==> config.mk <==
export PLATFORM = sky130hd
export DESIGN_NAME = vlc_tx_serializer_flat
export DESIGN_NICKNAME = d
export VERILOG_FILES = /design/src/rtl/vlc_tx_serializer_pkg.sv /design/src/rtl/vlc_tx_serializer_if.sv /design/src/rtl/vlc_tx_serializer_dim_pwm.sv /design/src/rtl/vlc_tx_serializer.sv /design/src/flat_wrapper.sv
export SDC_FILE = /design/constraint.sdc
export NUM_CORES = 1
export LEC_CHECK = 0
export CAP_MARGIN = 20
export CORE_MARGIN = 4
export CORE_UTILIZATION = 45
export CTS_CLUSTER_DIAMETER = 120
export DETAILED_ROUTE_END_ITERATION = 8
export PLACE_DENSITY = 0.66
export SLEW_MARGIN = 10
export SYNTH_ARGS = -nofsm -noshare
export SYNTH_HDL_FRONTEND = slang
export SYNTH_HIERARCHICAL = 1
export SYNTH_SLANG_ARGS = --single-unit
==> constraint.sdc <==
create_clock -name s_axi_aclk -period 3.55 [get_ports s_axi_aclk]
set_clock_uncertainty 0.05 [all_clocks]
set_input_delay 0.355 -clock s_axi_aclk [delete_from_list [all_inputs] [get_ports s_axi_aclk]]
set_output_delay 0.355 -clock s_axi_aclk [all_outputs]
set_load 0.03 [all_outputs]
==> src/rtl/vlc_tx_serializer_pkg.sv <==
// Shared types and constants for the VLC transmit serializer.
package vlc_tx_pkg;

  // Serializer control states
  typedef enum logic [2:0] {
    IDLE  = 3'd0,
    FETCH = 3'd1,
    LOAD  = 3'd2,
    SEND  = 3'd3,
    GAP   = 3'd4
  } state_e;

  localparam int DATA_W     = 32;
  localparam int PREAMBLE_W = 8;
  localparam int FRAME_BITS = PREAMBLE_W + DATA_W;  // 40

  // Number of high cycles per 16-cycle PWM period for each dim code
  localparam logic [4:0] DIM_THR_OFF  = 5'd0;
  localparam logic [4:0] DIM_THR_25   = 5'd4;
  localparam logic [4:0] DIM_THR_50   = 5'd8;
  localparam logic [4:0] DIM_THR_FULL = 5'd16;

  // Map the 2-bit dim field onto its duty threshold
  function automatic logic [4:0] dim_threshold(input logic [1:0] dim);
    logic [4:0] thr;
    case (dim)
      2'b00:   thr = DIM_THR_OFF;
      2'b01:   thr = DIM_THR_25;
      2'b10:   thr = DIM_THR_50;
      2'b11:   thr = DIM_THR_FULL;
      default: thr = DIM_THR_OFF;
    endcase
    return thr;
  endfunction

endpackage

==> src/rtl/vlc_tx_serializer_if.sv <==
// TX FIFO read port between the AXI-Lite wrapper FIFO and the serializer.
interface vlc_tx_serializer_if;
  import vlc_tx_pkg::*;

  logic              fifo_empty;
  logic [DATA_W-1:0] fifo_dout;
  logic              fifo_rd_en;

  // Serializer side: pops words
  modport master (input fifo_empty, input fifo_dout, output fifo_rd_en);
  // FIFO side: supplies words
  modport slave  (output fifo_empty, output fifo_dout, input fifo_rd_en);

endinterface

==> src/rtl/vlc_tx_serializer_dim_pwm.sv <==
// Idle-brightness PWM: free-running 4-bit phase compared with the dim duty.
module vlc_dim_pwm
  import vlc_tx_pkg::*;
(
  input  logic       clk,
  input  logic       srst,
  input  logic [1:0] dim,
  output logic       led_idle
);

  logic [3:0] p_r;

  // Free-running PWM phase counter, runs in every serializer state
  always_ff @(posedge clk) begin
    if (srst) begin
      p_r <= 4'd0;
    end else begin
      p_r <= p_r + 4'd1;
    end
  end

  // dim is used directly so a new level shows up on the next registered led
  assign led_idle = ({1'b0, p_r} < dim_threshold(dim));

endmodule

==> src/rtl/vlc_tx_serializer.sv <==
// Pops 32-bit words from the TX FIFO, prefixes the preamble and drives them
// Manchester-encoded (MSB first) onto the LED; PWM dimming between frames.
module vlc_tx_serializer
  import vlc_tx_pkg::*;
#(
  parameter int                    CLK_DIV  = 100,
  parameter logic [PREAMBLE_W-1:0] PREAMBLE = 8'hAB,
  parameter int                    GAP_BITS = 2
) (
  input  logic                s_axi_aclk,
  input  logic                s_axi_aresetn,
  input  logic                reset,
  vlc_tx_serializer_if.master fifo,
  input  logic [1:0]          dim,
  output logic                led,
  output logic                busy,
  output logic                word_done
);

  localparam int GAP_CYC = GAP_BITS * 2 * CLK_DIV;
  localparam int CW      = $clog2(CLK_DIV);
  localparam int GW      = (GAP_CYC > 1) ? $clog2(GAP_CYC) : 1;
  localparam logic [CW-1:0] CHIP_LAST = CW'(CLK_DIV - 1);
  localparam logic [GW-1:0] GAP_LAST  = GW'(GAP_CYC - 1);
  localparam logic [5:0]    BIT_LAST  = 6'(FRAME_BITS - 1);

  logic                  srst_s;
  state_e                state_r, state_s;
  logic [FRAME_BITS-1:0] shift_r, shift_s;
  logic [5:0]            bit_idx_r, bit_idx_s;
  logic [CW-1:0]         chip_cnt_r, chip_cnt_s;
  logic                  half_r, half_s;        // 0: first chip of bit, 1: second
  logic [GW-1:0]         gap_cnt_r, gap_cnt_s;
  logic                  chip_end_s, frame_end_s;
  logic                  led_idle_s;
  logic                  led_s, busy_s, word_done_s, rd_en_s;
  logic                  led_r, busy_r, word_done_r, rd_en_r;

  // Either reset source clears everything on the next edge
  assign srst_s = ~s_axi_aresetn | reset;

  vlc_dim_pwm u_dim_pwm (
    .clk      (s_axi_aclk),
    .srst     (srst_s),
    .dim      (dim),
    .led_idle (led_idle_s)
  );

  // State and datapath registers
  always_ff @(posedge s_axi_aclk) begin
    if (srst_s) begin
      state_r    <= IDLE;
      shift_r    <= {FRAME_BITS{1'b0}};
      bit_idx_r  <= 6'd0;
      chip_cnt_r <= {CW{1'b0}};
      half_r     <= 1'b0;
      gap_cnt_r  <= {GW{1'b0}};
    end else begin
      state_r    <= state_s;
      shift_r    <= shift_s;
      bit_idx_r  <= bit_idx_s;
      chip_cnt_r <= chip_cnt_s;
      half_r     <= half_s;
      gap_cnt_r  <= gap_cnt_s;
    end
  end

  // Next-state and next-datapath logic
  always_comb begin
    state_s     = state_r;
    shift_s     = shift_r;
    bit_idx_s   = bit_idx_r;
    chip_cnt_s  = chip_cnt_r;
    half_s      = half_r;
    gap_cnt_s   = gap_cnt_r;
    chip_end_s  = (chip_cnt_r == CHIP_LAST);
    frame_end_s = chip_end_s && half_r && (bit_idx_r == BIT_LAST);
    case (state_r)
      // The pop strobe is already on the port in this cycle; leave once it fired
      IDLE: begin
        if (rd_en_r) begin
          state_s = FETCH;
        end else begin
          state_s = IDLE;
        end
      end
      FETCH: state_s = LOAD;
      LOAD: begin
        shift_s    = {PREAMBLE, fifo.fifo_dout};
        bit_idx_s  = 6'd0;
        chip_cnt_s = {CW{1'b0}};
        half_s     = 1'b0;
        state_s    = SEND;
      end
      SEND: begin
        if (chip_end_s) begin
          chip_cnt_s = {CW{1'b0}};
          if (half_r) begin
            half_s    = 1'b0;
            bit_idx_s = bit_idx_r + 6'd1;
            shift_s   = {shift_r[FRAME_BITS-2:0], 1'b0};
          end else begin
            half_s = 1'b1;
          end
        end else begin
          chip_cnt_s = chip_cnt_r + CW'(1'b1);
        end
        if (frame_end_s) begin
          state_s   = GAP;
          bit_idx_s = 6'd0;
          gap_cnt_s = {GW{1'b0}};
        end else begin
          state_s = SEND;
        end
      end
      GAP: begin
        if (gap_cnt_r == GAP_LAST) begin
          state_s   = IDLE;
          gap_cnt_s = {GW{1'b0}};
        end else begin
          gap_cnt_s = gap_cnt_r + GW'(1'b1);
        end
      end
      default: state_s = IDLE;
    endcase
  end

  // Output decode from next-cycle values so the registered outputs line up with the state
  always_comb begin
    led_s = led_idle_s;
    if (state_s == SEND) begin
      // data 1: low then high; data 0: high then low
      led_s = half_s ? shift_s[FRAME_BITS-1] : ~shift_s[FRAME_BITS-1];
    end else begin
      led_s = led_idle_s;
    end
    busy_s      = (state_s != IDLE);
    word_done_s = (state_r == SEND) && frame_end_s;
    // Only this block pops the FIFO, so a non-empty flag seen now still holds next cycle
    rd_en_s     = (state_s == IDLE) && !fifo.fifo_empty;
  end

  // Registered outputs
  always_ff @(posedge s_axi_aclk) begin
    if (srst_s) begin
      led_r       <= 1'b0;
      busy_r      <= 1'b0;
      word_done_r <= 1'b0;
      rd_en_r     <= 1'b0;
    end else begin
      led_r       <= led_s;
      busy_r      <= busy_s;
      word_done_r <= word_done_s;
      rd_en_r     <= rd_en_s;
    end
  end

  assign led             = led_r;
  assign busy            = busy_r;
  assign word_done       = word_done_r;
  assign fifo.fifo_rd_en = rd_en_r;

endmodule

==> src/flat_wrapper.sv <==
// flat-port wrapper written by rule: the top's interface ports become plain ports
module vlc_tx_serializer_flat import vlc_tx_pkg::*;
#(
  parameter int                    CLK_DIV  = 100,
  parameter logic [PREAMBLE_W-1:0] PREAMBLE = 8'hAB,
  parameter int                    GAP_BITS = 2
)
  (s_axi_aclk, s_axi_aresetn, reset, dim, led, busy, word_done, fifo_fifo_empty, fifo_fifo_dout, fifo_fifo_rd_en);
  vlc_tx_serializer_if fifo_i ();
  input  logic s_axi_aclk;
  input  logic s_axi_aresetn;
  input  logic reset;
  input  logic [1:0] dim;
  output logic led;
  output logic busy;
  output logic word_done;
  input wire logic [$bits(fifo_i.fifo_empty)-1:0] fifo_fifo_empty;
  input wire logic [$bits(fifo_i.fifo_dout)-1:0] fifo_fifo_dout;
  output wire logic [$bits(fifo_i.fifo_rd_en)-1:0] fifo_fifo_rd_en;
  assign fifo_i.fifo_empty = fifo_fifo_empty;
  assign fifo_i.fifo_dout = fifo_fifo_dout;
  assign fifo_fifo_rd_en = fifo_i.fifo_rd_en;
  vlc_tx_serializer #(.CLK_DIV(CLK_DIV), .PREAMBLE(PREAMBLE), .GAP_BITS(GAP_BITS)) u_core (.s_axi_aclk(s_axi_aclk), .s_axi_aresetn(s_axi_aresetn), .reset(reset), .fifo(fifo_i), .dim(dim), .led(led), .busy(busy), .word_done(word_done));
endmodule
# == After elaboration in Yosys (flattened, before gate mapping) ==
# Index checks and enable logic that the tools add are counted.
# totals
ff_bits,74
latchBits,0
mem_bits_rw,0
mem_bits_ro,0
wordCells,72
memories,0
# op_classes
add_sub_neg,4
multipliers,0
div_mod_pow,0
n_lt_le_gt_ge,1
eq_ne,16
shifts,0
muxes,22
n_bitwise,3
n_reduce_logical,14
# ops
operator,count
2-to-1 mux 40 bit,2
case mux 40 bit (2 select lines),1
case mux 5 bit (4 select lines),1
2-to-1 mux 6 bit,3
2-to-1 mux 9 bit,2
case mux 9 bit (2 select lines),1
case mux 3 bit (5 select lines),1
case mux 7 bit (2 select lines),1
case mux 6 bit (2 select lines),1
"adder 9 x 1 -> 9 bit, second input constant",1
"== test 3 x 2 -> 1 bit, second input constant",3
"== test 9 bit, second input constant",1
"adder 7 x 1 -> 7 bit, second input constant",1
"== test 7 bit, second input constant",1
2-to-1 mux 7 bit,1
"adder 6 x 1 -> 6 bit, second input constant",1
"== test 6 bit, second input constant",1
zero test 3 bit,2
2-to-1 mux 3 bit,2
"!= test 2 x 1 -> 1 bit, second input constant",3
"!= test 3 x 1 -> 1 bit, second input constant",2
AND reduction 3 bit,2
less-than comparator 4 x 5 -> 1 bit,1
2-to-1 mux 1 bit,5
other kinds (14),20

# == Logic depth before layout (Yosys ltp) ==
# logic_depth
ltp_word,7
ltp_mapped,10
depth_no_buf,8

# == Cells and area by module ==
# The synthesis kept the hierarchy.
# modules_own_cells
mod,n_inst,cells_per_inst,area_per_inst_um2
vlc_tx_serializer,1,470,3644.7
vlc_dim_pwm,1,17,185.2

# == Least setup slack after synthesis ==
# OpenSTA, ideal clock, no wires.
# synth_path
path_kind,register -> register
startpoint,register u_core.chip_cnt_r[4]
endpoint,register u_core.bit_idx_r[2]
arrival_ns,2.240
required_ns,3.426
setup_slack_ns,1.185
stages_incl_launch_ff,11
n_path_buf,3
synth_period_minus_slack_ns,2.365
path_cell_list,dfxtp_1 -> nand4bb_1 -> buf_2 -> buf_1 -> nor2_1 -> ha_1 -> nor4bb_1 -> buf_2 -> a22oi_1 -> or4_1 -> a31oi_1
# synth_via
elab_chain_cells,5
word_cells_on_any_way,8
classes_between,3 x eq/ne; 2 x mux; 3 x reduce/logical
# synth_rtl
item,line_no,text
start: declaration,vlc_tx_serializer.sv:31,"logic [CW-1:0] chip_cnt_r, chip_cnt_s;"
start signal: assignment,vlc_tx_serializer.sv:55,chip_cnt_r <= {CW{1'b0}};
start signal: assignment,vlc_tx_serializer.sv:62,chip_cnt_r <= chip_cnt_s;
== test 7 bit *,vlc_tx_serializer.sv:76,chip_end_s = (chip_cnt_r == CHIP_LAST);
logical AND 1 bit (2 in series),vlc_tx_serializer.sv:77,frame_end_s = chip_end_s && half_r && (bit_idx_r == BIT_LAST);
!= test 3 x 1 -> 1 bit (no line) or 2-to-1 mux 6 bit (tied branches),--,
AND reduction 3 bit (no line) or case mux 6 bit (2 select lines) (tied branches),--,
end signal: assignment,vlc_tx_serializer.sv:61,bit_idx_r <= bit_idx_s;
end: declaration,vlc_tx_serializer.sv:30,"logic [5:0] bit_idx_r, bit_idx_s;"
# Every way passes the cells marked *; elsewhere a longest branch is shown, timed or not.
# A chain may end at the register's enable or synchronous reset.

# == Worst setup path in the final report ==
# layout_path
startpoint,register u_core.chip_cnt_r[0]
endpoint,register u_core.bit_idx_r[2]
# Same word-level chain as after synthesis.

==> flow_metrics.env <==
export IMPL_synth_distinct_cells=53
export IMPL_syn_to_final_growth_pct=17.8
export IMPL_cts_buffer_depth=2
export IMPL_ant_nets=0
export IMPL_worst_slew_pin_slew_ns=0.782
export IMPL_design_die_area_um2=10100
export IMPL_n_fill_cell=803
export IMPL_synth_edf_count=0
export IMPL_grt_max_degree=63
export IMPL_pwr_density_cell_nw_per_um2=372
export IMPL_via_per_inst=5.71
export IMPL_netlist_instances=487
export IMPL_hold_buffers=0
export IMPL_numCtsBuffers=9
export IMPL_drt_initial_drc_count=306
export IMPL_cp_required_ns=3.76
export IMPL_critPathArrivalTime_ns=2.81
export IMPL_routabilityCongestion=0.814
export IMPL_wirelength_mm=8.92
export IMPL_place_area_um2=4290
export IMPL_holdCritPathClass="flip-flop to flip-flop"
export IMPL_end_kind="flip-flop"
export IMPL_synth_warnings=6
export IMPL_grt_pass1_vias=3184
export IMPL_startpoint_type="flip-flop"
export IMPL_fin_util_pct=54.6
export IMPL_grt_remaining_overflow=0
export IMPL_hpwlAfterDp_mm=5.63
export IMPL_synth_compound_area_share_pct=26.2
export IMPL_antennaDiodeCount=0
export IMPL_relSlewSlack_pct=47.7
export IMPL_dp_cells=602
export IMPL_final_cells=618
export IMPL_final_hold_viol_count=0
export IMPL_antenna_found_initial=0
export IMPL_path_common_cell="ha_1"
export IMPL_crit_chain="ha_1, nand2b_1, nor2_1, ha_1, nor4bb_1, buf_4, a22oi_1, or4_1, a31oi_1"
export IMPL_io_buffers=41
export IMPL_crit_slowest_cell="or4_1"
export IMPL_synthFlopType="dfxtp_1"
export IMPL_worstSkewPairLatency_ns=0.35
export IMPL_max_stage_delay_ns=0.52
export IMPL_synth_nets=531
export IMPL_htree_levels=3
export IMPL_syn_area_um2=3830
export IMPL_min_period_ns=2.59
export IMPL_vias=3530
export IMPL_cts_setup_buffers=0
export IMPL_post_synth_and_or_nand_nor_area_fraction_pct=25.5
export IMPL_setup_ws_ns=0.956
export IMPL_synth_top_family_by_area="compound AO/OA/AOI/OAI gates"
export IMPL_cts_tree="built"
export IMPL_status="finished clean"
export IMPL_syn_area_per_cell_um2=7.86
export IMPL_drv_slew=0
export IMPL_drv_cap=0
export IMPL_p_leak_nw=1.38
export IMPL_synth_fa_ha_area_share_pct=1.96
export IMPL_final_common_cell="dfxtp_1"
export IMPL_path_clk_slew_ns=0.08
export IMPL_synth_seq_cells=74
export IMPL_pin_count=42
export IMPL_finalSetupViolCount=0
export IMPL_peakVddDrop_mv=0.212
export IMPL_multi_input_area_um2=2160
export IMPL_yosys_area_share_xor_xnor_pct=1.14
export IMPL_critical_path_top_delay_family="simple AND/OR/NAND/NOR gates"
export IMPL_coreArea_um2=8260
export IMPL_grt_pass1_wl_mm=14.9
export IMPL_fmax_ghz=0.386
export IMPL_placement_rows=33
export IMPL_drc=0
export IMPL_nets=552
export IMPL_layout_common_cells="73 x dfxtp_1, 70 x o21ai_0, 45 x nand2_1"
export IMPL_die_h_um=100
export IMPL_synth_async_reset_ratio_pct=0
export IMPL_muxShareOfSynthArea_pct=1.44
export IMPL_die_w_um=100
export IMPL_drive_gt1_share_pct=7.60
export IMPL_fin_area_um2=4510
export IMPL_critPathMaxFanout=7
export IMPL_seq_area_um2=1480
export IMPL_rsz0062_at_grt="no"
export IMPL_setup_tns_ns=0
export IMPL_ys_seq_area_share_pct=38.7
export IMPL_initial_core_util_pct=46.4
export IMPL_path_class="flip-flop to flip-flop"
export IMPL_drt_pass1_iterations=5
export IMPL_cts_num_sinks=74
export IMPL_routedWlPerCell_um=14.4
export IMPL_grtUsageTotal_pct=18.0
export IMPL_place_ws_ns=1.04
export IMPL_timing_critical_path_buf_inv=1
export IMPL_finalCritPeriodShare_pct=73.1
export IMPL_cts_root_buf="clkbuf_8"
export IMPL_cts_resized=0
-- area by class of cell --
cell class	instances	share of cell area, %
Clock buffer	9	2.75
Clock inverter	7	2.25
Inverter	8	0.666
Multi-Input combinational cell	364	47.8
Sequential cell	74	32.9
Tap cell	105	2.91
Timing Repair Buffer	51	10.8
-- flip-flops by register name (all words and copies together) (netlist names) --
register / count
u_core/u_dim_pwm/p_r: 4
u_core/half_r: 1
u_core/word_done: 1
u_core/led: 1
u_core/fifo.fifo_rd_en: 1
u_core/chip_cnt_r: 7
u_core/shift_r: 40
u_core/bit_idx_r: 6
u_core/gap_cnt_r: 9
u_core/state_r: 3
u_core/busy: 1
-- logic make-up after synthesis --
group | count (synthesis)
flip-flops | 74
multiplexers | 5
AO/OA/AOI/OAI | 167
buffers and inverters | 49
XOR/XNOR | 5
AND/OR/NAND/NOR | 181
adder cells (fa/ha/maj) | 6
-- Yosys cell counts (all sizes together), types with 3 or more instances --
| master | n | area, um2 |
|---|---|---|
| o21ai | 76 | 380 |
| dfxtp | 74 | 1480 |
| nand2 | 45 | 169 |
| a21oi | 44 | 220 |
| nor3 | 37 | 185 |
| nor2b | 36 | 225 |
| clkbuf | 28 | 105 |
| nand3 | 15 | 80.1 |
| buf | 13 | 60.1 |
| nor2 | 12 | 45.0 |
| inv | 8 | 30.0 |
| nor3b | 7 | 57.6 |
| o211ai | 7 | 52.6 |
| a31oi | 6 | 43.8 |
| ha | 6 | 75.1 |
| and3 | 5 | 31.3 |
| o2bb2ai | 5 | 43.8 |
| a21o | 4 | 30.0 |
| a32o | 4 | 40.0 |
| mux2i | 4 | 40.0 |
| nand2b | 4 | 25.0 |
| o221a | 4 | 45.0 |
| or3 | 4 | 25.0 |
| xnor2 | 4 | 35.0 |
| a211oi | 3 | 22.5 |
| a22oi | 3 | 22.5 |
| and2 | 3 | 18.8 |
| or4 | 3 | 26.3 |
-- through the flow --
| step | hold WS [ns] | power, mW |
|---|---|---|
| floorplan | 0.379 | 0.902 |
| global placement | 0.395 | 0.956 |
| detailed placement | 0.408 | 0.957 |
| CTS | 0.422 | 1.70 |
| global route | 0.442 | 1.74 |
| finish | 0.420 | 1.68 |
-- worst register-to-register path, delay by kind of cell, from the launching register on --
| family | cells | cell delay (ns) |
|---|---|---|
| compound gates | 2 | 0.26 |
| simple gates | 4 | 1.19 |
| buf+inv | 1 | 0.24 |
| flops | 1 | 0.38 |
| fa+ha+maj | 2 | 0.40 |
-- path summary, 6_finish.rpt --
path                              from                   to  slack, ns  cells past startpoint
setup reg to reg  u_core/chip_cnt_r[0]  u_core/bit_idx_r[2]       0.96                      9
setup / recovery  u_core/chip_cnt_r[0]  u_core/bit_idx_r[2]       0.96                      9
hold reg to reg     u_core/shift_r[33]   u_core/shift_r[34]       0.42                      2
hold / removal      u_core/shift_r[33]   u_core/shift_r[34]       0.42                      2
-- per-layer routing --
| metal | share of wire, % | vias to the layer above | global-route usage, % |
|---|---|---|---|
| met5 | 0 | - | 0 |
| met4 | 0.74 | 0 | 5.60 |
| met3 | 4.9 | 7 | 3.34 |
| met2 | 46 | 89 | 27.6 |
| met1 | 48 | 1638 | 25.7 |
| li1 | - | 1796 | - |
-- report_power, final --
| part | leakage (nW) | total (mW) | internal (mW) | switching (mW) |
|---|---|---|---|---|
| Clock | 0.112 | 0.740 | 0.403 | 0.337 |
| Combinational | 0.673 | 0.0999 | 0.0565 | 0.0434 |
| Sequential | 0.597 | 0.837 | 0.833 | 0.00359 |
| Total | 1.38 | 1.68 | 1.29 | 0.384 |
Note: power is estimated with default switching activity, not from simulation.
